==> config.mk <==
export PLATFORM = sky130hd
export DESIGN_NAME = sat_counter
export DESIGN_NICKNAME = d
export VERILOG_FILES = /design/src/rtl/add_checker_sat_counter.sv
export SDC_FILE = /design/constraint.sdc
export NUM_CORES = 1
export LEC_CHECK = 0
export ABC_AREA = 1
export CAP_MARGIN = 20
export CORE_MARGIN = 2
export CORE_UTILIZATION = 40
export DETAILED_ROUTE_END_ITERATION = 16
export GPL_ROUTABILITY_DRIVEN = 0
export PLACE_DENSITY_LB_ADDON = 0.25
export SYNTH_ARGS = -nofsm -noshare
export SYNTH_HDL_FRONTEND = slang
export SYNTH_SLANG_ARGS = --single-unit
==> constraint.sdc <==
create_clock -name clk -period 2.15 [get_ports clk]
set_input_delay 0.215 -clock clk [delete_from_list [all_inputs] [get_ports clk]]
set_output_delay 0.215 -clock clk [all_outputs]
set_load 0.05 [all_outputs]
==> src/rtl/add_checker_sat_counter.sv <==
// 32-bit saturating event counter with synchronous clear.
// Clear has priority over increment; the count sticks at all-ones.
module sat_counter #(
    parameter int unsigned W = 32'd32
) (
    input  logic         clk,
    input  logic         reset_n,
    input  logic         clear,
    input  logic         inc,
    output logic [W-1:0] count
);

    // Count register: reset/clear to zero, increment until saturated.
    always_ff @(posedge clk) begin
        if (!reset_n) begin
            count <= {W{1'b0}};
        end else if (clear) begin
            count <= {W{1'b0}};
        end else if (inc && (count != {W{1'b1}})) begin
            count <= count + W'(1);
        end else begin
            count <= count;
        end
    end

endmodule

==> metrics.log, run 1 <==
INFO  metric run_status = completed
INFO  metric final_number_of_hold_violating_endpoints = 0
INFO  metric critPathTopFamily = buffers and inverters
INFO  metric die-area = 5765 um^2
INFO  metric first_global_vias = 1904
INFO  metric worst-path-buf-inv = 1
INFO  metric dieWidth = 75.93 um
INFO  metric overflow = 0
INFO  metric max_slew.worst_pin.slew = 0.5114 ns
INFO  metric grt_first_pass_wirelength = 8652 um
INFO  metric synthesis.area = 2069 um^2
INFO  metric finClkSkew = 0.003196 ns
INFO  metric regMostFlops = count
INFO  metric timing.critical_path.slowest_cell_delay = 0.85 ns
INFO  metric drv_cap = 0
INFO  metric synth_area_per_cell = 6.233 um^2
INFO  metric switching_power = 0.2476 mW
INFO  metric fin_area = 2564 um^2
INFO  metric critical-path-slowest-cell = sky130_fd_sc_hd__clkdlybuf4s50_1
INFO  metric setup.worst_path.class = reg -> out
INFO  metric layout_min_cycle_time = 1.803 ns
INFO  metric cp.required = 1.93 ns
INFO  metric powerDensity = 447.5 nW/um^2
INFO  metric finalSetupViolations = 0
INFO  metric grt_usage = 18.44%
INFO  metric largest_reg_flops = 32
INFO  metric synth_cells = 332
INFO  metric post-cts-setup-buffer-count = 0
INFO  metric postPlaceCellArea = 2467 um^2
INFO  metric routed_wirelength = 5086 um
INFO  metric ff2ff_setup_slack = 0.36 ns
INFO  metric largestRegisters = count: 32 flops
INFO  metric tritoncts.num_buffers = 5
INFO  metric post_route_cells_drive_above_1_share = 10.57%
INFO  metric max_freq = 554.5 MHz
INFO  metric initial_core_util = 41.04%
INFO  metric register_bit_count_reported_by_yosys = 32
INFO  metric insertion_delay = 0.28 ns
INFO  metric detailedRoute.firstIterationViolations = 93
INFO  metric core.rowCount = 26
INFO  metric io_buffer_count = 35
INFO  metric synth_largest_area_cell = sky130_fd_sc_hd__dfxtp_1
INFO  metric timing.setup.tns = 0 ns
INFO  metric worst_setup_hold_path_clk_slew = 0.06 ns
INFO  metric leakage = 0.9256 nW
INFO  metric netlist_cell_types = 27
INFO  metric p_int = 0.8996 mW
INFO  metric worst_setup_path_start_kind = register
INFO  metric cts_hold_repair.buffers = 0
INFO  metric ctsRootBufferMaster = sky130_fd_sc_hd__clkbuf_8
INFO  metric pwr-share-clk = 43.3%
INFO  metric synth.top_cells.by_area = sky130_fd_sc_hd__dfxtp_1 31%, sky130_fd_sc_hd__nand2_1 16%, sky130_fd_sc_hd__nor2_1 13%
INFO  metric ys_seq_area_share = 30.96%
INFO  metric number_of_antenna_violations_at_the_first_check_in_global_routing = 0
INFO  metric synth.yosys.warnings = 0
INFO  metric longest_clk_path_bufs = 2
INFO  metric placeableCoreArea = 5042 um^2
INFO  metric min_period_over_period = 83.88%
INFO  metric comb_power_share = 4.6%
INFO  metric ctsHtreeMaxLevel = 2
INFO  metric hold_crit_path_type = reg -> reg
INFO  metric insertedDiodeCount = 0
INFO  metric die_h = 75.93 um
INFO  metric area_growth_from_synthesis_to_layout = 23.88%
INFO  metric switching_share = 21.58%
INFO  metric multi_input_comb_area = 1235 um^2
INFO  metric path_max_fanout = 7
INFO  metric worst_setup_ep_type = primary output
INFO  metric seq_power_share = 52.1%
INFO  metric layout.nets = 374
INFO  metric clock-sinks = 32
INFO  metric yosysTopAreaCellShare = 30.96%
INFO  metric grt_max_degree = 30
INFO  metric floorplan.io_pins = 36
INFO  metric unrepaired_setup_endpoints_after_global_routing = false
INFO  metric area.sequential = 640.6 um^2
INFO  metric final_cell_mix = 88 x sky130_fd_sc_hd__nand2_1, 71 x sky130_fd_sc_hd__nor2_1, 35 x sky130_fd_sc_hd__clkdlybuf4s50_1
INFO  metric route.antenna.remaining_nets = 0
INFO  metric critical_path.cell_chain = clkdlybuf4s50_1
INFO  metric detailed_place_hpwl = 3846 um
INFO  metric cts_tree = done
INFO  metric slew_viol_final = 0
INFO  metric final_common_cell = sky130_fd_sc_hd__nand2_1
INFO  metric arrival = 1.59 ns
INFO  metric irDropWorstVdd = 226.3 uV
INFO  metric worst_hold_check_slack = 0.5175 ns
INFO  metric vias_per_cell = 4.806
INFO  metric maxSlewHeadroom = 65.80%
INFO  metric via_count = 2110
INFO  metric fillerInstances = 530
INFO  metric remaining_drc_errors = 0
INFO  metric postCtsResizedCells = 0
INFO  metric wire_per_inst = 11.59 um
INFO  metric drt_pre_antenna_iters = 4
INFO  metric synth_nets = 337
==> metrics by stage <==
step	utilization, %	setup slack [ns]	power (mW)	instances
after detailed placement	48.93	0.3205	0.6631	432
after global placement	48.93	0.3417	0.6627	432
after CTS	50.84	0.3403	1.161	439
final	50.84	0.3467	1.147	439
after global routing	50.84	0.1921	1.192	439
after floorplan	-	0.1888	0.6450	332
==> cell families after synthesis <==
kind of cell             Yosys count  synth area share (%)
AO/OA/AOI/OAI                     27                 6.711
XOR/XNOR                           2                0.8466
adder cells (fa/ha/maj)            1                0.6045
buffers and inverters             43                 9.492
flip-flops                        32                 30.96
AND/OR/NAND/NOR                  227                 51.39
==> worst paths after layout <==
kind | from | endpoint | cells past startpoint
min | count[1] | count[1] | 2
max reg2reg | count[0] | count[22] | 10
max | count[2] | count[2] | 1
min reg2reg | count[1] | count[1] | 2
==> power by group through the flow <==
stage / combinational, mW / clock, mW / sequential [mW]
2_1_floorplan: 0.0287 / 0 / 0.616
3_3_place_gp: 0.0522 / 0 / 0.611
3_5_place_dp: 0.0525 / 0 / 0.611
4_1_cts: 0.0526 / 0.511 / 0.597
5_1_grt: 0.0592 / 0.536 / 0.597
6_report: 0.0529 / 0.497 / 0.597
==> area by class of cell <==
class,instances,area share (%)
flip-flops and latches,32,24.99
inverters,35,5.124
repair buffers,38,14.54
well taps,70,3.416
clock buffers,7,3.758
multi-input cells,257,48.17
==> cell usage after synthesis <==
cell and n:
sky130_fd_sc_hd__inv_2 3, sky130_fd_sc_hd__nand3_1 27, sky130_fd_sc_hd__buf_6 4, sky130_fd_sc_hd__and2_1 1, sky130_fd_sc_hd__buf_4 1, sky130_fd_sc_hd__buf_2 1
sky130_fd_sc_hd__or2_2 1, sky130_fd_sc_hd__clkbuf_1 2, sky130_fd_sc_hd__ha_1 1, sky130_fd_sc_hd__a21oi_1 25, sky130_fd_sc_hd__xor2_1 2, sky130_fd_sc_hd__nor2_4 6
sky130_fd_sc_hd__nand3_2 3, sky130_fd_sc_hd__o21ai_0 1, sky130_fd_sc_hd__nor3_1 7, sky130_fd_sc_hd__nor2_1 72, sky130_fd_sc_hd__a21oi_2 1, sky130_fd_sc_hd__dfxtp_1 32
sky130_fd_sc_hd__nand2_1 88, sky130_fd_sc_hd__nand4_1 5, sky130_fd_sc_hd__nor2_8 1, sky130_fd_sc_hd__nand2_4 1, sky130_fd_sc_hd__nand2_2 8, sky130_fd_sc_hd__nor2_2 2
sky130_fd_sc_hd__nand3_4 2, sky130_fd_sc_hd__inv_1 32, sky130_fd_sc_hd__nand3b_1 3
==> per-layer routing <==
| layer | GRT usage, % | share of wire, % |
|---|---|---|
| met5 | 0 | 0 |
| met4 | 6.909 | 2.0 |
| met2 | 30.27 | 46 |
| met3 | 4.286 | 5.7 |
| met1 | 23.65 | 47 |
No activity file was read; power rests on OpenSTA's default activity.
==> run 2: changes to the inputs <==
Clock period 2.15 ns to 1.5 ns, I/O delays scaled along.
==> metrics.log, run 2 (synthesized netlist as in run 1, its figures left out) <==
INFO  metric run_status = complete, but fails checks (was completed)
INFO  metric violations_in_the_final_reports = setup timing
INFO  metric core.rowCount = 26 (unchanged)
INFO  metric setup.worst_path.class = reg -> reg (was reg -> out)
INFO  metric ctsRootBufferMaster = sky130_fd_sc_hd__clkbuf_8 (unchanged)
INFO  metric regMostFlops = count (unchanged)
INFO  metric detailedRoute.firstIterationViolations = 149 (was 93)
INFO  metric min_path_cells = 2 (unchanged)
INFO  metric largest_reg_flops = 32 (unchanged)
INFO  metric layout.nets = 449 (was 374)
INFO  metric detailed_place_hpwl = 4746 um (was 3846 um)
INFO  metric final_cell_mix = 92 x sky130_fd_sc_hd__buf_4, 73 x sky130_fd_sc_hd__nand2_1, 60 x sky130_fd_sc_hd__nor2_1 (was 88 x sky130_fd_sc_hd__nand2_1, 71 x sky130_fd_sc_hd__nor2_1, 35 x sky130_fd_sc_hd__clkdlybuf4s50_1)
INFO  metric fillerInstances = 385 (was 530)
INFO  metric critical_path.cell_chain = ha_4 -> nand2_4 -> nor2_4 -> buf_6 -> nand2_8 -> inv_6 -> nand3_4 -> clkbuf_16 -> a21oi_2 -> nor2_1 (was clkdlybuf4s50_1)
INFO  metric place_ws = -0.2281 ns (was 0.3205 ns)
INFO  metric post_route_cells_drive_above_1_share = 55.73% (was 10.57%)
INFO  metric final_common_cell = sky130_fd_sc_hd__buf_4 (was sky130_fd_sc_hd__nand2_1)
INFO  metric via_count = 2568 (was 2110)
INFO  metric arrival = 1.79 ns (was 1.59 ns)
INFO  metric drt_pre_antenna_iters = 4 (unchanged)
INFO  metric tritoncts.num_buffers = 5 (unchanged)
INFO  metric final_design_utilization = 70.84% (was 50.84%)
INFO  metric min_period_over_period = 106.7%
INFO  metric dieWidth = 75.93 um (unchanged)
INFO  metric finalSetupViolations = 31 (was 0)
INFO  metric critical-path-slowest-cell = sky130_fd_sc_hd__dfxtp_4 (was sky130_fd_sc_hd__clkdlybuf4s50_1)
INFO  metric vias_per_cell = 4.986 (was 4.806)
INFO  metric initial_core_util = 41.04% (unchanged)
INFO  metric io_buffer_count = 35 (unchanged)
INFO  metric final_number_of_hold_violating_endpoints = 0 (unchanged)
INFO  metric placeableCoreArea = 5042 um^2 (unchanged)
INFO  metric remaining_drc_errors = 0 (unchanged)
INFO  metric seq_power_share = 44.2% (was 52.1%)
INFO  metric worst_setup_ep_type = register (was primary output)
INFO  metric die_h = 75.93 um (unchanged)
INFO  metric area_growth_from_synthesis_to_layout = 72.61% (was 23.88%)
INFO  metric cts_hold_repair.buffers = 0 (unchanged)
INFO  metric comb_power_share = 5.3% (was 4.6%)
INFO  metric first_global_vias = 2434 (was 1904)
INFO  metric path_max_fanout = 8 (was 7)
INFO  metric maxSlewHeadroom = 78.81% (was 65.80%)
INFO  metric clock-sinks = 32 (unchanged)
INFO  metric drv_cap = 0 (unchanged)
INFO  metric cts_tree = done (unchanged)
INFO  metric p_int = 1.455 mW (was 0.8996 mW)
INFO  metric worst_setup_hold_path_clk_slew = 0.07 ns (was 0.06 ns)
INFO  metric longest_clk_path_bufs = 2 (unchanged)
INFO  metric grt_usage = 24.01% (was 18.44%)
INFO  metric die-area = 5765 um^2 (unchanged)
INFO  metric number_of_antenna_violations_at_the_first_check_in_global_routing = 0 (unchanged)
INFO  metric wire_per_inst = 13.55 um (was 11.59 um)
INFO  metric max_freq = 625.0 MHz
INFO  metric grt_max_degree = 18 (was 30)
INFO  metric powerDensity = 526.6 nW/um^2 (was 447.5 nW/um^2)
INFO  metric switching_power = 0.4260 mW (was 0.2476 mW)
INFO  metric insertedDiodeCount = 0 (unchanged)
INFO  metric max_slew.worst_pin.slew = 0.3155 ns (was 0.5114 ns)
INFO  metric hold_crit_path_type = reg -> reg (unchanged)
INFO  metric floorplan.io_pins = 36 (unchanged)
INFO  metric insertion_delay = 0.30 ns (was 0.28 ns)
INFO  metric finClkSkew = 0.008213 ns (was 0.003196 ns)
INFO  metric grt_first_pass_wirelength = 11200 um (was 8652 um)
INFO  metric worstRegToRegCells = 10 (unchanged)
INFO  metric layout_min_cycle_time = 1.600 ns
INFO  metric routed_wirelength = 6976 um (was 5086 um)
INFO  metric cp.required = 1.69 ns (was 1.93 ns)
INFO  metric ctsHtreeMaxLevel = 2 (unchanged)
INFO  metric route.antenna.remaining_nets = 0 (unchanged)
INFO  metric unrepaired_setup_endpoints_after_global_routing = true (was false)
INFO  metric pwr-share-clk = 50.5% (was 43.3%)
INFO  metric overflow = 0 (unchanged)
INFO  metric worst_setup_path_start_kind = register (unchanged)
INFO  metric timing.critical_path.slowest_cell_delay = 0.36 ns (was 0.85 ns)
INFO  metric slew_viol_final = 0 (unchanged)
INFO  metric irDropWorstVdd = 476.2 uV (was 226.3 uV)
INFO  metric leakage = 1.483 nW (was 0.9256 nW)
INFO  metric setup_slack = -0.1000 ns (was 0.3467 ns)
INFO  metric switching_share = 22.64% (was 21.58%)
INFO  metric largestRegisters = count: 32 flops (unchanged)
run 2: metrics by stage:
| stage | power, mW | setup TNS (ns) | hold slack (ns) | cell area (um^2) | instances |
|---|---|---|---|---|---|
| 3_3_place_gp | 0.9394 | -2.036 | 0.5096 | 3077 | 497 |
| 4_1_cts | 1.888 | -1.084 | 0.5158 | 3339 | 511 |
| 6_report | 1.881 | -2.200 | 0.5224 | 3572 | 515 |
| 5_1_grt | 1.938 | -4.692 | 0.5369 | 3572 | 515 |
| 2_1_floorplan | 0.9039 | -1.103 | 0.4284 | 2250 | 332 |
| 3_5_place_dp | 0.9411 | -2.652 | 0.5115 | 3077 | 497 |
run 2: per-layer routing:
layer  global-route usage [%]  routed length [um]  vias to the layer above
met5                        0                   0                        -
li1                         -                   -                     1287
met4                    9.091                 113                        0
met3                    5.238                 371                        9
met2                    40.89                3431                       84
met1                    29.68                3059                     1188
run 2: area by class of cell:
type	count	area (um^2)	area share, %
Sequential cell	32	711.9	19.93
Tap cell	70	87.58	2.452
Multi-Input combinational cell	258	1567	43.85
Clock inverter	1	30.03	0.8406
Clock buffer	7	96.34	2.697
Inverter	35	136.4	3.818
Timing Repair Buffer	112	943.4	26.41
run 2: final timing paths:
| path | slack (ns) | startpoint | to |
|---|---|---|---|
| setup reg to reg | -0.10 | count[1] | count[29] |
| hold / removal | 0.52 | count[16] | count[16] |
| setup / recovery | -0.10 | count[1] | count[29] |
| hold reg to reg | 0.52 | count[16] | count[16] |
run 2: repair_timing:
action | 4_1_cts | 5_1_grt
hold endpoints to repair | 0 | 0
endpoints found under the setup margin | 22 | 32
gates cloned | 1 | 1
pin swaps | 11 | 24
gates resized for setup | 25 | 50
setup buffers | 5 | 3
run 2: power groups by stage:
stage / clock network, mW / registers, mW / logic (mW)
floorplan: 0 / 0.862 / 0.0419
detailed placement: 0 / 0.852 / 0.0893
CTS: 0.964 / 0.832 / 0.0915
finish: 0.950 / 0.832 / 0.0991
global placement: 0 / 0.852 / 0.0876
global route: 0.999 / 0.832 / 0.107
run 2: critical path: cells and delay by family (launching register included):
| family | cells | cell delay, ns |
|---|---|---|
| and+or+nand+nor | 5 | 0.44 |
| buffers and inverters | 3 | 0.41 |
| DFF | 1 | 0.36 |
| adders and majority gates | 1 | 0.14 |
| AOI/OAI and AO/OA | 1 | 0.11 |
==> run 3: changes to the inputs <==
Settings changed: ABC_AREA 1 to 0, SKIP_LAST_GASP from default to 1.
==> metrics.log, run 3 <==
INFO  metric post_route_cells_drive_above_1_share = 53.85% (was 55.73%)
INFO  metric ctsRootBufferMaster = sky130_fd_sc_hd__clkbuf_8 (unchanged)
INFO  metric global_route.usage.met1 = 30.80% (was 29.68%)
INFO  metric floorplan.io_pins = 36 (unchanged)
INFO  metric hold_crit_path_type = in -> reg (was reg -> reg)
INFO  metric route.antenna.remaining_nets = 0 (unchanged)
INFO  metric worstRegToRegCells = 5 (was 10)
INFO  metric hold_path_startpoint = reset_n (was count[16])
INFO  metric synth_cells = 203 (was 332)
INFO  metric number_of_antenna_violations_at_the_first_check_in_global_routing = 0 (unchanged)
INFO  metric violations_in_the_final_reports = setup timing (unchanged)
INFO  metric met3_usage = 6.494% (was 5.238%)
INFO  metric synth_largest_area_cell = sky130_fd_sc_hd__dfxtp_1 (unchanged)
INFO  metric synth-edff-count = 0 (unchanged)
INFO  metric run_status = complete, but fails checks (unchanged)
INFO  metric tritoncts.num_buffers = 5 (unchanged)
INFO  metric min_delay_worst_endpoint = count[5] (was count[16])
INFO  metric maxSlewHeadroom = 71.60% (was 78.81%)
INFO  metric irDropWorstVdd = 443.4 uV (was 476.2 uV)
INFO  metric synth.yosys.warnings = 0 (unchanged)
INFO  metric reg2reg_from = count[10] (was count[1])
INFO  metric grt_first_pass_wirelength = 8797 um (was 11200 um)
INFO  metric area_growth_from_synthesis_to_layout = 72.39% (was 72.61%)
INFO  metric synth_flop_cell = sky130_fd_sc_hd__dfxtp_1 (unchanged)
INFO  metric die-area = 4702 um^2 (was 5765 um^2)
INFO  metric initial_core_util = 41.70% (was 41.04%)
INFO  metric insertedDiodeCount = 0 (unchanged)
INFO  metric postPlaceCellArea = 2590 um^2 (was 3077 um^2)
INFO  metric regMostFlops = count (unchanged)
INFO  metric first_global_vias = 1911 (was 2434)
INFO  metric drt_pre_antenna_iters = 4 (unchanged)
INFO  metric dieWidth = 68.57 um (was 75.93 um)
INFO  metric slew_viol_final = 0 (unchanged)
INFO  metric detailedRoute.firstIterationViolations = 113 (was 149)
INFO  metric path_max_fanout = 6 (was 8)
INFO  metric setup.worst_path.class = reg -> reg (unchanged)
INFO  metric routed_wirelength = 5462 um (was 6976 um)
INFO  metric cts_tree = done (unchanged)
INFO  metric setup_slack = -0.3064 ns (was -0.1000 ns)
INFO  metric gr-usage-met2 = 43.63% (was 40.89%)
INFO  metric max_slew.worst_pin.slew = 0.4259 ns (was 0.3155 ns)
INFO  metric die_h = 68.57 um (was 75.93 um)
INFO  metric place_ws = -0.2962 ns (was -0.2281 ns)
INFO  metric layout_min_cycle_time = 1.806 ns (was 1.600 ns)
INFO  metric max_freq = 553.6 MHz (was 625.0 MHz)
INFO  metric final_number_of_hold_violating_endpoints = 0 (unchanged)
INFO  metric synthesis.area = 1668 um^2 (was 2069 um^2)
INFO  metric finalSetupViolations = 32 (was 31)
INFO  metric wire_per_inst = 15.09 um (was 13.55 um)
INFO  metric detailed_place_hpwl = 3738 um (was 4746 um)
INFO  metric placeableCoreArea = 4000 um^2 (was 5042 um^2)
INFO  metric netlist_cell_types = 40 (was 27)
INFO  metric ctsHtreeMaxLevel = 2 (unchanged)
INFO  metric synth_area_per_cell = 8.216 um^2 (was 6.233 um^2)
INFO  metric ff2ff_setup_slack = -0.31 ns (was -0.10 ns)
INFO  metric clock-sinks = 32 (unchanged)
INFO  metric yosysMostFrequentCell = sky130_fd_sc_hd__dfxtp_1 (was sky130_fd_sc_hd__nand2_1)
INFO  metric grt_max_degree = 26 (was 18)
INFO  metric ys_seq_area_share = 38.41% (was 30.96%)
INFO  metric min_period_over_period = 120.4% (was 106.7%)
INFO  metric reg2reg_to = count[4] (was count[29])
INFO  metric overflow = 0 (unchanged)
INFO  metric arrival = 2.03 ns (was 1.79 ns)
INFO  metric cts_hold_repair.buffers = 0 (unchanged)
INFO  metric synth_nets = 208 (was 337)
INFO  metric largestRegisters = count: 32 flops (unchanged)
INFO  metric instances_no_fill = 362 (was 515)
INFO  metric final_design_utilization = 71.88% (was 70.84%)
INFO  metric final_cell_mix = 101 x sky130_fd_sc_hd__buf_4, 17 x sky130_fd_sc_hd__a21oi_1, 16 x sky130_fd_sc_hd__nor2_1, 16 x sky130_fd_sc_hd__dfxtp_2 (was 92 x sky130_fd_sc_hd__buf_4, 73 x sky130_fd_sc_hd__nand2_1, 60 x sky130_fd_sc_hd__nor2_1)
INFO  metric yosysTopAreaCellShare = 38.41% (was 30.96%)
INFO  metric post_synth_most_frequent_cells = 32 x sky130_fd_sc_hd__dfxtp_1, 21 x sky130_fd_sc_hd__a21oi_1, 16 x sky130_fd_sc_hd__nor2_1, 15 x sky130_fd_sc_hd__nand2_1, 15 x sky130_fd_sc_hd__or3_1 (was 88 x sky130_fd_sc_hd__nand2_1, 72 x sky130_fd_sc_hd__nor2_1, 32 x sky130_fd_sc_hd__dfxtp_1, 32 x sky130_fd_sc_hd__inv_1, 27 x sky130_fd_sc_hd__nand3_1)
INFO  metric unrepaired_setup_endpoints_after_global_routing = true (unchanged)
INFO  metric worst_setup_hold_path_clk_slew = 0.07 ns (about the same)
INFO  metric synth.top_cells.by_area = sky130_fd_sc_hd__dfxtp_1 38%, sky130_fd_sc_hd__a21oi_1 6.3%, sky130_fd_sc_hd__or3_1 5.6% (was sky130_fd_sc_hd__dfxtp_1 31%, sky130_fd_sc_hd__nand2_1 16%, sky130_fd_sc_hd__nor2_1 13%)
INFO  metric min_path_cells = 4 (was 2)
INFO  metric vias_per_cell = 5.514 (was 4.986)
INFO  metric leakage = 1.128 nW (was 1.483 nW)
INFO  metric core.rowCount = 23 (was 26)
INFO  metric global_route.peak_usage_layer = met2 (unchanged)
INFO  metric io_buffer_count = 35 (unchanged)
INFO  metric worst_setup_ep_type = register (unchanged)
INFO  metric ys_async_sr_fraction = 0% (unchanged)
INFO  metric insertion_delay = 0.29 ns (was 0.30 ns)
INFO  metric fin_area = 2875 um^2 (was 3572 um^2)
INFO  metric remaining_drc_errors = 0 (unchanged)
INFO  metric via_count = 1996 (was 2568)
INFO  metric drv_cap = 0 (unchanged)
INFO  metric worst_hold_check_slack = 0.5786 ns (was 0.5224 ns)
INFO  metric longest_clk_path_bufs = 2 (unchanged)
INFO  metric final_common_cell = sky130_fd_sc_hd__buf_4 (unchanged)
INFO  metric cell_count_after_placement = 347 (was 497)
INFO  metric largest_reg_flops = 32 (unchanged)
INFO  metric cp.required = 1.73 ns (was 1.69 ns)
INFO  metric grt_usage = 25.44% (was 24.01%)
INFO  metric finClkSkew = 0.007877 ns (was 0.008213 ns)
INFO  metric powerDensity = 546.3 nW/um^2 (was 526.6 nW/um^2)
INFO  metric worst_setup_path_start_kind = register (unchanged)
INFO  metric register_bit_count_reported_by_yosys = 32 (unchanged)
INFO  metric layout.nets = 316 (was 449)
## run 3: cell types whose count changed in the layout (fill, tap and decap cells not counted), sizes merged, moves of 14 or more
cell,delta
inv,-33
or3,+15
nand2,-82
nand3,-22
o21ai,+14
nor2,-65
## run 3: cell families (layout without fill, tap and decap cells)
kind of cell / after synthesis / in the layout / share of synthesized area (%)
XOR/XNOR: 9 / 9 / 4.726
adder cells (fa/ha/maj): 1 / 1 / 0.7501
AND/OR/NAND/NOR: 100 / 100 / 34.51
multiplexers: 1 / 1 / 0.6002
AO/OA/AOI/OAI: 50 / 50 / 18.38
flip-flops: 32 / 32 / 38.41
buffers and inverters: 10 / 119 / 2.626
## run 3: power by group
part,switching (mW),total [mW],internal [mW]
Combinational,0.0516,0.0873,0.0357
Sequential,0.00196,0.827,0.825
Clock,0.331,0.657,0.326
Total,0.385,1.57,1.19
## run 3: cell type report
class	instances	area (um^2)
timing repair buffer	109	862.1
clock inverter	1	5.005
tap	50	62.56
inverter	2	7.507
sequential	32	716.9
multi-input combinational	161	1145
clock buffer	7	76.32
fill	327	1125
## run 3: timing repair
item / 4_1_cts / 5_1_grt
pin swaps: 13 / 6
resized for setup: 18 / 5
endpoints found under the setup margin: 32 / 32
setup buffers: 6 / 1
## run 3: worst max-delay path, cell delays in order, from the launching register on
cell	delay, ns
sky130_fd_sc_hd__dfxtp_4	0.38
sky130_fd_sc_hd__nand3_4	0.07
sky130_fd_sc_hd__or4_4	0.61
sky130_fd_sc_hd__o31a_1	0.36
sky130_fd_sc_hd__a21o_1	0.22
sky130_fd_sc_hd__a21oi_2	0.11
## run 3: metrics by stage
stage	power, mW	TNS (ns)
2_1_floorplan	0.8922	-11.27
3_3_place_gp	0.9298	-6.324
3_5_place_dp	0.9310	-7.213
4_1_cts	1.579	-7.042
5_1_grt	1.631	-10.06
6_report	1.571	-7.313
## run 3: routing by layer
layer / up-vias / wire length (um)
met5: - / 0
met1: 954 / 2304
li1: 974 / -
met2: 56 / 2778
met3: 12 / 296
met4: 0 / 82
## run 3: worst max-delay path by stage
stage	to	slack [ns]	startpoint
floorplan	count[11]	-0.43	count[16]
global placement	count[4]	-0.24	count[10]
detailed placement	count[9]	-0.30	count[1]
CTS	count[3]	-0.28	count[10]
global route	count[4]	-0.40	count[19]
finish	count[4]	-0.31	count[10]
